### src/rtl/reg_status_table.sv
// reg_status_table: per-architectural-register pending/producer-row tracker.
// Four combinational read ports feed the hazard detector; allocate, writeback
// clear and flush update the table on the rising clock edge.
// Optional build macro RST_WB_BYPASS_EN: a read whose entry is cleared by the
// writeback broadcast in the current cycle already reports pending 0.
module reg_status_table #(
    parameter int ROW_W = 5,
    parameter int NREGS = 32
) (
    input  logic             clock,
    input  logic             reset,
    input  logic [4:0]       iss_rs_a,
    input  logic [4:0]       iss_rs_b,
    output logic             iss_ass_pending_a,
    output logic             iss_ass_pending_b,
    output logic [ROW_W-1:0] iss_ass_row_a,
    output logic [ROW_W-1:0] iss_ass_row_b,
    input  logic [4:0]       id_rs_a,
    input  logic [4:0]       id_rs_b,
    output logic             id_ass_pending_a,
    output logic             id_ass_pending_b,
    output logic [ROW_W-1:0] id_ass_row_a,
    output logic [ROW_W-1:0] id_ass_row_b,
    input  logic             alloc_en,
    input  logic [4:0]       alloc_reg,
    input  logic [ROW_W-1:0] alloc_row,
    input  logic             wb_en,
    input  logic [ROW_W-1:0] wb_row,
    input  logic             flush,
    output logic [5:0]       pending_count
);

    localparam int IDX_W = 5;

    logic [NREGS-1:0] pend_q, pend_d;
    logic [ROW_W-1:0] row_q [NREGS];
    logic [ROW_W-1:0] row_d [NREGS];
    logic [5:0]       pending_count_q, pending_count_d;

    // Next-state per entry: flush > alloc > writeback clear > hold; r0 pinned to zero.
    always_comb begin
        for (int i = 0; i < NREGS; i++) begin
            pend_d[i] = pend_q[i];
            row_d[i]  = row_q[i];
            if (flush) begin
                pend_d[i] = 1'b0;
            end else if (alloc_en && (alloc_reg == IDX_W'(i))) begin
                pend_d[i] = 1'b1;
                row_d[i]  = alloc_row;
            end else if (wb_en && pend_q[i] && (row_q[i] == wb_row)) begin
                pend_d[i] = 1'b0;
            end
            if (i == 0) begin
                pend_d[i] = 1'b0;
                row_d[i]  = '0;
            end
        end
    end

    // Population count of the next-state pending vector.
    always_comb begin
        pending_count_d = '0;
        for (int i = 0; i < NREGS; i++) begin
            pending_count_d = pending_count_d + 6'(pend_d[i]);
        end
    end

    // Table state and registered count; reset wipes pend and row alike.
    always_ff @(posedge clock) begin
        if (reset) begin
            pend_q          <= '0;
            pending_count_q <= '0;
            for (int i = 0; i < NREGS; i++) begin
                row_q[i] <= '0;
            end
        end else begin
            pend_q          <= pend_d;
            pending_count_q <= pending_count_d;
            for (int i = 0; i < NREGS; i++) begin
                row_q[i] <= row_d[i];
            end
        end
    end

    // Pending flag as seen by a read port (r0 always idle).
    function automatic logic read_pend(input logic [4:0] idx);
        logic p;
        p = (idx != '0) && pend_q[idx];
`ifdef RST_WB_BYPASS_EN
        // An entry being re-allocated this cycle shows its old state unbypassed.
        if (p && wb_en && (row_q[idx] == wb_row) &&
            !(alloc_en && (alloc_reg == idx))) begin
            p = 1'b0;
        end
`endif
        return p;
    endfunction

    // Producer row as seen by a read port (r0 always zero).
    function automatic logic [ROW_W-1:0] read_row(input logic [4:0] idx);
        return (idx == '0) ? '0 : row_q[idx];
    endfunction

    // Four independent zero-latency read ports.
    always_comb begin
        iss_ass_pending_a = read_pend(iss_rs_a);
        iss_ass_pending_b = read_pend(iss_rs_b);
        id_ass_pending_a  = read_pend(id_rs_a);
        id_ass_pending_b  = read_pend(id_rs_b);
        iss_ass_row_a     = read_row(iss_rs_a);
        iss_ass_row_b     = read_row(iss_rs_b);
        id_ass_row_a      = read_row(id_rs_a);
        id_ass_row_b      = read_row(id_rs_b);
    end

    assign pending_count = pending_count_q;

endmodule

### config.mk
export PLATFORM = sky130hd
export DESIGN_NAME = reg_status_table
export DESIGN_NICKNAME = d
export VERILOG_FILES = /design/src/rtl/reg_status_table.sv
export SDC_FILE = /design/constraint.sdc
export NUM_CORES = 1
export LEC_CHECK = 0
export CAP_MARGIN = 5
export CORE_MARGIN = 3
export CORE_UTILIZATION = 35
export DETAILED_ROUTE_END_ITERATION = 7
export GPL_ROUTABILITY_DRIVEN = 0
export SYNTH_ARGS = -nofsm -noshare
export SYNTH_HDL_FRONTEND = slang
export SYNTH_SLANG_ARGS = --single-unit
### constraint.sdc
create_clock -name clock -period 11.5 [get_ports clock]
set_input_delay 2.3 -clock clock [delete_from_list [all_inputs] [get_ports clock]]
set_output_delay 2.3 -clock clock [all_outputs]
set_load 0.02 [all_outputs]
==> summary.txt, run 1 <==
Logic synthesis
  – Asr flop ratio synth: 0%
  – Syn Std Cell Area: approximately 16000 µm²
  – Sequential element share of the synthesized area: a little under a quarter
  – #FFs+latches synth: between 150 and 200
  – Synth warnings: 0
  – Top_reg_cell synth: dfxtp_1
  – Post-synth EDFFs: 0
  – Post-Syn Instances: 1588
  – Average size of a mapped cell: 10.19 µm²
  – Syn Nets: 1658
  – Post-synth cell types: 53

Floorplanning
  – Die area: 48850 µm²
  – # rows: 78
  – Initial Util: 35.58%
  – Die Width: 221.0 µm
  – I/O Pins: 70
  – Core Box Area: 45480 µm²
  – Die height: 221.0 µm

Setup path
  – Slowest stage cell, crit path: nor3b_1
  – CP Max Fanout: 7
  – Crit path from: alloc_en
  – WS Path Type: in -> reg
  – Crit path buffers/inverters: 3
  – CP dominant cell by count: fa_1
  – CP endpoint kind: flip-flop
  – Cell Chain, Critical Path: clkdlybuf4s50_1 > nor3b_1 > nand3_1 > and2_1 > fa_1 > fa_1 > inv_1 > fa_1 > inv_1 > fa_1 > fa_1 > fa_1 > fa_1 > fa_1 > nor2b_1 > o21ai_0 > a21boi_0 > nor3_1
  – Worst Path Required: 11.81 ns
  – CP Launch Type: input port
  – Critical path data arrival time: between 9 and 10 ns
  – Worst R2R Start: row_q[26][1]$_SDFFE_PP0P_
  – Crit-path leading delay family: adder cells
  – Slowest stage delay, CP: 1.05 ns

Clock tree
  – # Post-CTS Setup Buffers: 0
  – Clock Sinks: around 190
  – Max clock buf depth: 2
  – Worst skew pair latency: around 0.48 ns
  – Root Driver: clkbuf_16
  – Post-CTS sizing: 0
  – Hold-fix buffers, CTS: 0
  – CTS tree: built
  – Clock transition at path regs: approximately 0.070 ns
  – H-tree levels: 4
  – Num CTS Buffers: 17

Drt
  – Drt total wl: between 60000 and 70000 µm
  – Via count: around 14000
  – WL per Instance: 29.18 µm
  – Router iterations before antenna repair: 8
  – Initial DRC Count: 2397
  – Final ANT Viol Nets: 0
  – DR vias/cell: 6.517
  – Detailed-route DRC error count: 13

Cells and area
  – Nets: ~1600
  – Area Overhead vs Synth: 7.801%
  – Area of the multi-input gates: about 11000 µm²
  – Filler cells: 4536
  – FF/Latch Area: 3844 µm²
  – Antenna Cells: 0
  – Share of layout cells above drive strength 1: 16.73%

Pwr
  – Max IR drop VDD: 0.1159 mV
  – Pleak: 0.006490 µW
  – Pwr Density: 92.71 nW/µm²

Timing
  – Setup tns final: 0 ns
  – Final worst-path cycle share: 77.07%
  – Clock Skews: 0.008073 ns
  – Worst slew pin tran: ~1.3 ns
  – Slew HR: 14.01%
  – Hold Vio Cnt, Final: 0
  – Worst Slack Setup Final: 2.637 ns
  – Fmax: 112.8 MHz
  – Pins Over Slew Limit: 0
  – Post-layout minimum cycle time: 8.863 ns
  – Unrepaired setup endpoints after global routing: false
  – # setup viols final: 0

Placed design
  – Final HPWL DP: 43840 µm
  – Pre-CTS setup slack: approximately 2.3 ns
  – Port buffer count: 69

Global routing
  – Gr ovfl total: 0
  – Gr usage total: 25.11%
  – Vias in the first global route: 13157
  – Largest net degree at the start of global routing: 99
  – Initial antenna violation count: 1
  – First-pass GRT wire length: roughly 90000 µm

Status
  – Status: finished with violations
  – Failing checks: DRC

Run
  – Max-cap violations: 0

Hold path
  – Worst Hold Class: reg -> reg
  – Worst min-delay path startpoint: pend_q[29]$_SDFF_PP0_
-- cell usage in the layout, fill, tap and decap left out, types with 19 or more instances in the layout --
cell type,synthesis,routed
mux2_2,49,49
dfxtp_1,192,192
o211ai_1,31,31
nand4_1,38,38
mux4_1,19,19
inv_1,45,45
buf_2,45,19
nor2_1,164,164
nand2_1,113,113
mux2i_1,193,193
mux4_2,130,130
a221oi_1,23,23
buf_4,10,23
nand2b_1,19,19
clkdlybuf4s50_1,0,48
fa_1,23,23
nand3_1,23,23
a21oi_1,41,41
xnor2_1,155,155
-- flip-flops by register name, summed over array words and instances, names as in the netlist --
signal / cells
pend_q: 31
pending_count: 6
row_q: 155
-- worst paths after layout --
kind	cells past startpoint	slack, ns	end
setup / recovery	18	2.64	pending_count[4]$_SDFF_PP0_
hold / removal	2	0.57	pend_q[29]$_SDFF_PP0_
setup reg to reg	19	5.48	pending_count[4]$_SDFF_PP0_
hold reg to reg	2	0.57	pend_q[29]$_SDFF_PP0_
-- layout make-up --
type | instances | area share (%)
Clock buffer | 20 | 2.560
Clock inverter | 12 | 1.033
Inverter | 45 | 0.9682
Multi-Input combinational cell | 1200 | 64.75
Sequential cell | 192 | 22.03
Tap cell | 600 | 4.303
Timing Repair Buffer | 91 | 4.353
-- worst reg2reg max path: cells and delay by family, from the launching register on --
kind / cells / cell delay (ns)
adder cells (fa/ha/maj): 8 / 3.88
AO/OA/AOI/OAI: 3 / 0.61
AND/OR/NAND/NOR: 4 / 0.53
flip-flops: 1 / 0.51
XOR/XNOR: 1 / 0.18
buffers and inverters: 3 / 0.17
-- routing by layer --
| metal | GRT usage (%) | wire length, µm |
|---|---|---|
| met5 | 0 | 13 |
| met1 | 34.24 | 24570 |
| met3 | 7.031 | 8195 |
| met2 | 36.70 | 26870 |
| met4 | 12.09 | 3369 |
-- report_power, final --
group,internal (µW),switching [µW]
clock network,372,288
registers,668,5.80
logic,98.6,186
total,1140,480
-- through the flow --
| stage | instances | util, % | total power [µW] | hold slack (ns) | cell area, µm² |
|---|---|---|---|---|---|
| CTS | 2160 | 38.36 | 1616 | 0.5628 | 17450 |
| global route | 2160 | 38.36 | 1660 | 0.5923 | 17450 |
| finish | 2160 | 38.36 | 1617 | 0.5740 | 17450 |
| global placement | 2128 | 36.98 | 963.9 | 0.5358 | 16820 |
| detailed placement | 2128 | 36.98 | 965.1 | 0.5522 | 16820 |
| floorplan | 1588 | - | 876.6 | 0.4823 | 16180 |
-- logic make-up (layout without fill, tap and decap cells) --
| logic type | Yosys count | in the layout | share of synthesized area, % |
|---|---|---|---|
| buffers and inverters | 196 | 168 | 6.448 |
| xor gates and xnor gates | 155 | 155 | 8.389 |
| DFF | 192 | 192 | 23.75 |
| AOI/OAI and AO/OA | 192 | 192 | 8.628 |
| muxes | 397 | 397 | 36.94 |
| adders and majority gates | 30 | 30 | 3.386 |
| and+or+nand+nor | 426 | 426 | 12.46 |
-- synth_stat cells (8+ instances only) --
library cell / count / area share (%)
nand2_1: 113 / 2.6
nand3_1: 23 / 0.71
dfxtp_1: 192 / 24
clkbuf_1: 64 / 1.5
buf_4: 10 / 0.46
o21ai_1: 15 / 0.46
mux4_1: 19 / 3.1
and2_1: 18 / 0.70
nor3_1: 8 / 0.25
a21oi_1: 41 / 1.3
a221o_1: 16 / 0.99
nor2_1: 164 / 3.8
mux4_2: 130 / 18
o211ai_1: 31 / 1.4
a221oi_1: 23 / 1.2
mux2_2: 49 / 3.4
buf_6: 22 / 1.5
a32oi_1: 15 / 0.81
fa_1: 23 / 2.8
mux2i_1: 193 / 12
xnor2_1: 155 / 8.4
nand2b_1: 19 / 0.73
buf_2: 45 / 1.4
nor2b_1: 16 / 0.62
a31oi_1: 16 / 0.62
inv_1: 45 / 1.0
nand4_1: 38 / 1.5
Power figures use the tool's default switching activity.
==> run 2: changes to the inputs <==
==> constraint.sdc (replaced) <==
create_clock -name clock -period 7.9 [get_ports clock]
set_input_delay 1.58 -clock clock [delete_from_list [all_inputs] [get_ports clock]]
set_output_delay 1.58 -clock clock [all_outputs]
set_load 0.02 [all_outputs]
==> summary.txt, run 2 (synthesized netlist as in run 1, its figures left out) <==
Timing
  – Worst slew pin tran: 1.160 ns (-0.1272 ns)
  – Unrepaired setup endpoints after global routing: false
  – Fmax: 138.5 MHz
  – Slew HR: 22.68% (+8.7 points)
  – Setup tns final: 0 ns (unchanged)
  – Final worst-path cycle share: 91.37%
  – Pins Over Slew Limit: 0 (unchanged)
  – Clock Skews: 0.01330 ns (+0.005227 ns)
  – # setup viols final: 0 (unchanged)
  – Hold Vio Cnt, Final: 0 (unchanged)
  – Post-layout minimum cycle time: between 7 and 8 ns

Global routing
  – Gr ovfl total: 0 (unchanged)
  – Vias in the first global route: 13348 (+1.5%)
  – Gr usage total: 25.14% (+0.032 points)
  – Initial antenna violation count: 1 (unchanged)
  – Largest net degree at the start of global routing: 101 (+2.0%)
  – First-pass GRT wire length: 92460 µm (+0.63%)

Drt
  – DR vias/cell: 6.355 (-2.5%)
  – Drt total wl: 62430 µm (-0.94%)
  – WL per Instance: 28.45 µm (-2.5%)
  – Router iterations before antenna repair: 8 (unchanged)
  – Via count: 13943 (-0.95%)
  – Final ANT Viol Nets: 0 (unchanged)
  – Detailed-route DRC error count: 0 (-13)
  – Initial DRC Count: 2446 (+2.0%)

Clock tree
  – # Post-CTS Setup Buffers: 0 (unchanged)
  – Clock transition at path regs: 0.08 ns (about the same)
  – Max clock buf depth: 2 (unchanged)
  – Clock Sinks: 192 (unchanged)
  – Worst skew pair latency: 0.47 ns (about the same)
  – H-tree levels: 4 (unchanged)
  – Num CTS Buffers: 17 (unchanged)
  – CTS tree: built
  – Root Driver: clkbuf_16
  – Hold-fix buffers, CTS: 0 (unchanged)
  – Post-CTS sizing: 0 (unchanged)

Cells and area
  – Largest reg by FF count: row_q
  – Commonest non-fill, non-tap cell in the layout: mux2i_1
  – Largest register FFs: 155 (unchanged)
  – Area Overhead vs Synth: 9.286%
  – Share of layout cells above drive strength 1: 18.53% (+1.8 points)
  – Post-Layout Cell Count: 2194 (+1.6%)
  – Filler cells: 4530 (-0.13%)
  – Commonest non-fill, non-tap cells in the layout: mux2i_1, dfxtp_1, nor2_1
  – Nets: 1649 (+2.0%)

Run
  – Max-cap violations: 0 (unchanged)

Floorplanning
  – Initial Util: 35.58% (unchanged)
  – Die area: 48850 µm² (unchanged)
  – I/O Pins: 70 (unchanged)
  – Core Box Area: 45480 µm² (unchanged)
  – Die Width: 221.0 µm (unchanged)
  – Die height: 221.0 µm (unchanged)
  – # rows: 78 (unchanged)

Setup path
  – Critical path data arrival time: 7.53 ns (-1.65 ns)
  – CP dominant cell by count: fa_1
  – CP endpoint kind: flip-flop
  – Cell Chain, Critical Path: clkdlybuf4s50_1 > inv_1 > o211ai_1 > and2_1 > fa_1 > fa_1 > inv_1 > fa_1 > inv_1 > fa_1 > fa_1 > fa_1 > fa_1 > fa_1 > nor2b_1 > o21ai_0 > a21boi_0 > nor3_1
  – Worst Path Required: 8.22 ns (-3.59 ns)
  – CP Launch Type: input port
  – Slowest stage cell, crit path: fa_1
  – Slowest stage delay, CP: 0.61 ns (-0.44 ns)
  – CP Max Fanout: 18 (+11)
  – WS Path Type: in -> reg

Placed design
  – Placed Instances: 2160 (+1.5%)
  – Port buffer count: 69 (unchanged)
  – Final HPWL DP: 45650 µm (+4.1%)

Pwr
  – Pleak: 0.006644 µW (+2.4%)
  – Max IR drop VDD: 0.1546 mV (+33%)
  – Pwr Density: 131.3 nW/µm² (+42%)
  – Sw Ratio: 30.19% (+0.54 points)
  – Clk network pwr share: 40.2% (-0.6 points)
  – Register share of total power: 42.2% (+0.6 points)
  – NetSw: 701.2 µW (+46%)
  – Gate power share: 17.5% (about the same)
  – Pint: 1622 µW (+43%)

Hold path
  – Worst Hold Class: reg -> reg

Status
  – Status: finished clean
==> run 2: cell types whose count changed in the layout (fill, tap and decap cells not counted) <==
| cell | before | now |
|---|---|---|
| buf_4 | 23 | 54 |
| clkbuf_8 | 1 | 3 |
| buf_12 | 0 | 1 |
| diode_2 | 0 | 2 |
| inv_6 | 2 | 6 |
| clkinvlp_4 | 1 | 0 |
| bufinv_16 | 4 | 2 |
| clkbuf_1 | 2 | 0 |
| clkinv_2 | 3 | 2 |
==> run 2: worst paths after layout <==
path,slack [ns],from,endpoint,cells after the start
min,0.59,pend_q[25]$_SDFF_PP0_,pend_q[25]$_SDFF_PP0_,2
max reg2reg,1.87,row_q[26][1]$_SDFFE_PP0P_,pending_count[4]$_SDFF_PP0_,19
max,0.68,flush,pending_count[4]$_SDFF_PP0_,18
min reg2reg,0.59,pend_q[25]$_SDFF_PP0_,pend_q[25]$_SDFF_PP0_,2
==> run 2: worst max-delay path: cells and delay by family <==
kind / cells / cell delay (ns)
buffers and inverters: 4 / 1.08
AND/OR/NAND/NOR: 3 / 0.45
adder cells (fa/ha/maj): 8 / 3.89
AO/OA/AOI/OAI: 3 / 0.53
==> run 2: layout make-up <==
cell class / instances / area [µm²] / area share, %
Multi-Input combinational cell: 1200 / 11300 / 63.87
Inverter: 45 / 168.9 / 0.9551
Antenna cell: 2 / 5.005 / 0.02830
Tap cell: 600 / 750.7 / 4.245
Clock buffer: 20 / 466.7 / 2.639
Clock inverter: 12 / 142.6 / 0.8065
Timing Repair Buffer: 123 / 1012 / 5.723
Sequential cell: 192 / 3844 / 21.73
==> run 2: power groups by stage <==
stage	combinational [µW]	sequential (µW)	clock [µW]
after CTS	400	980	943
after detailed placement	398	1000	0
after global routing	426	981	982
after global placement	396	1000	0
after floorplan	276	1000	0
final	407	981	935
==> run 2: metrics by stage <==
step / util [%] / instance area [µm²] / setup WS, ns / hold WS [ns] / total power [µW]
after floorplan: - / 16180 / 0.9502 / 0.4823 / 1276
after global placement: 37.54 / 17070 / 0.3260 / 0.5447 / 1399
after detailed placement: 37.54 / 17070 / 0.2558 / 0.5649 / 1401
after CTS: 38.88 / 17680 / 0.7502 / 0.5764 / 2322
after global routing: 38.88 / 17680 / 0.3751 / 0.6048 / 2388
final: 38.89 / 17690 / 0.6820 / 0.5866 / 2323
==> run 2: per-layer routing <==
layer,share of wire [%],GRT usage (%)
met4,5.6,12.36
met1,39,34.58
met3,12,6.142
met5,0.021,0
met2,43,36.96
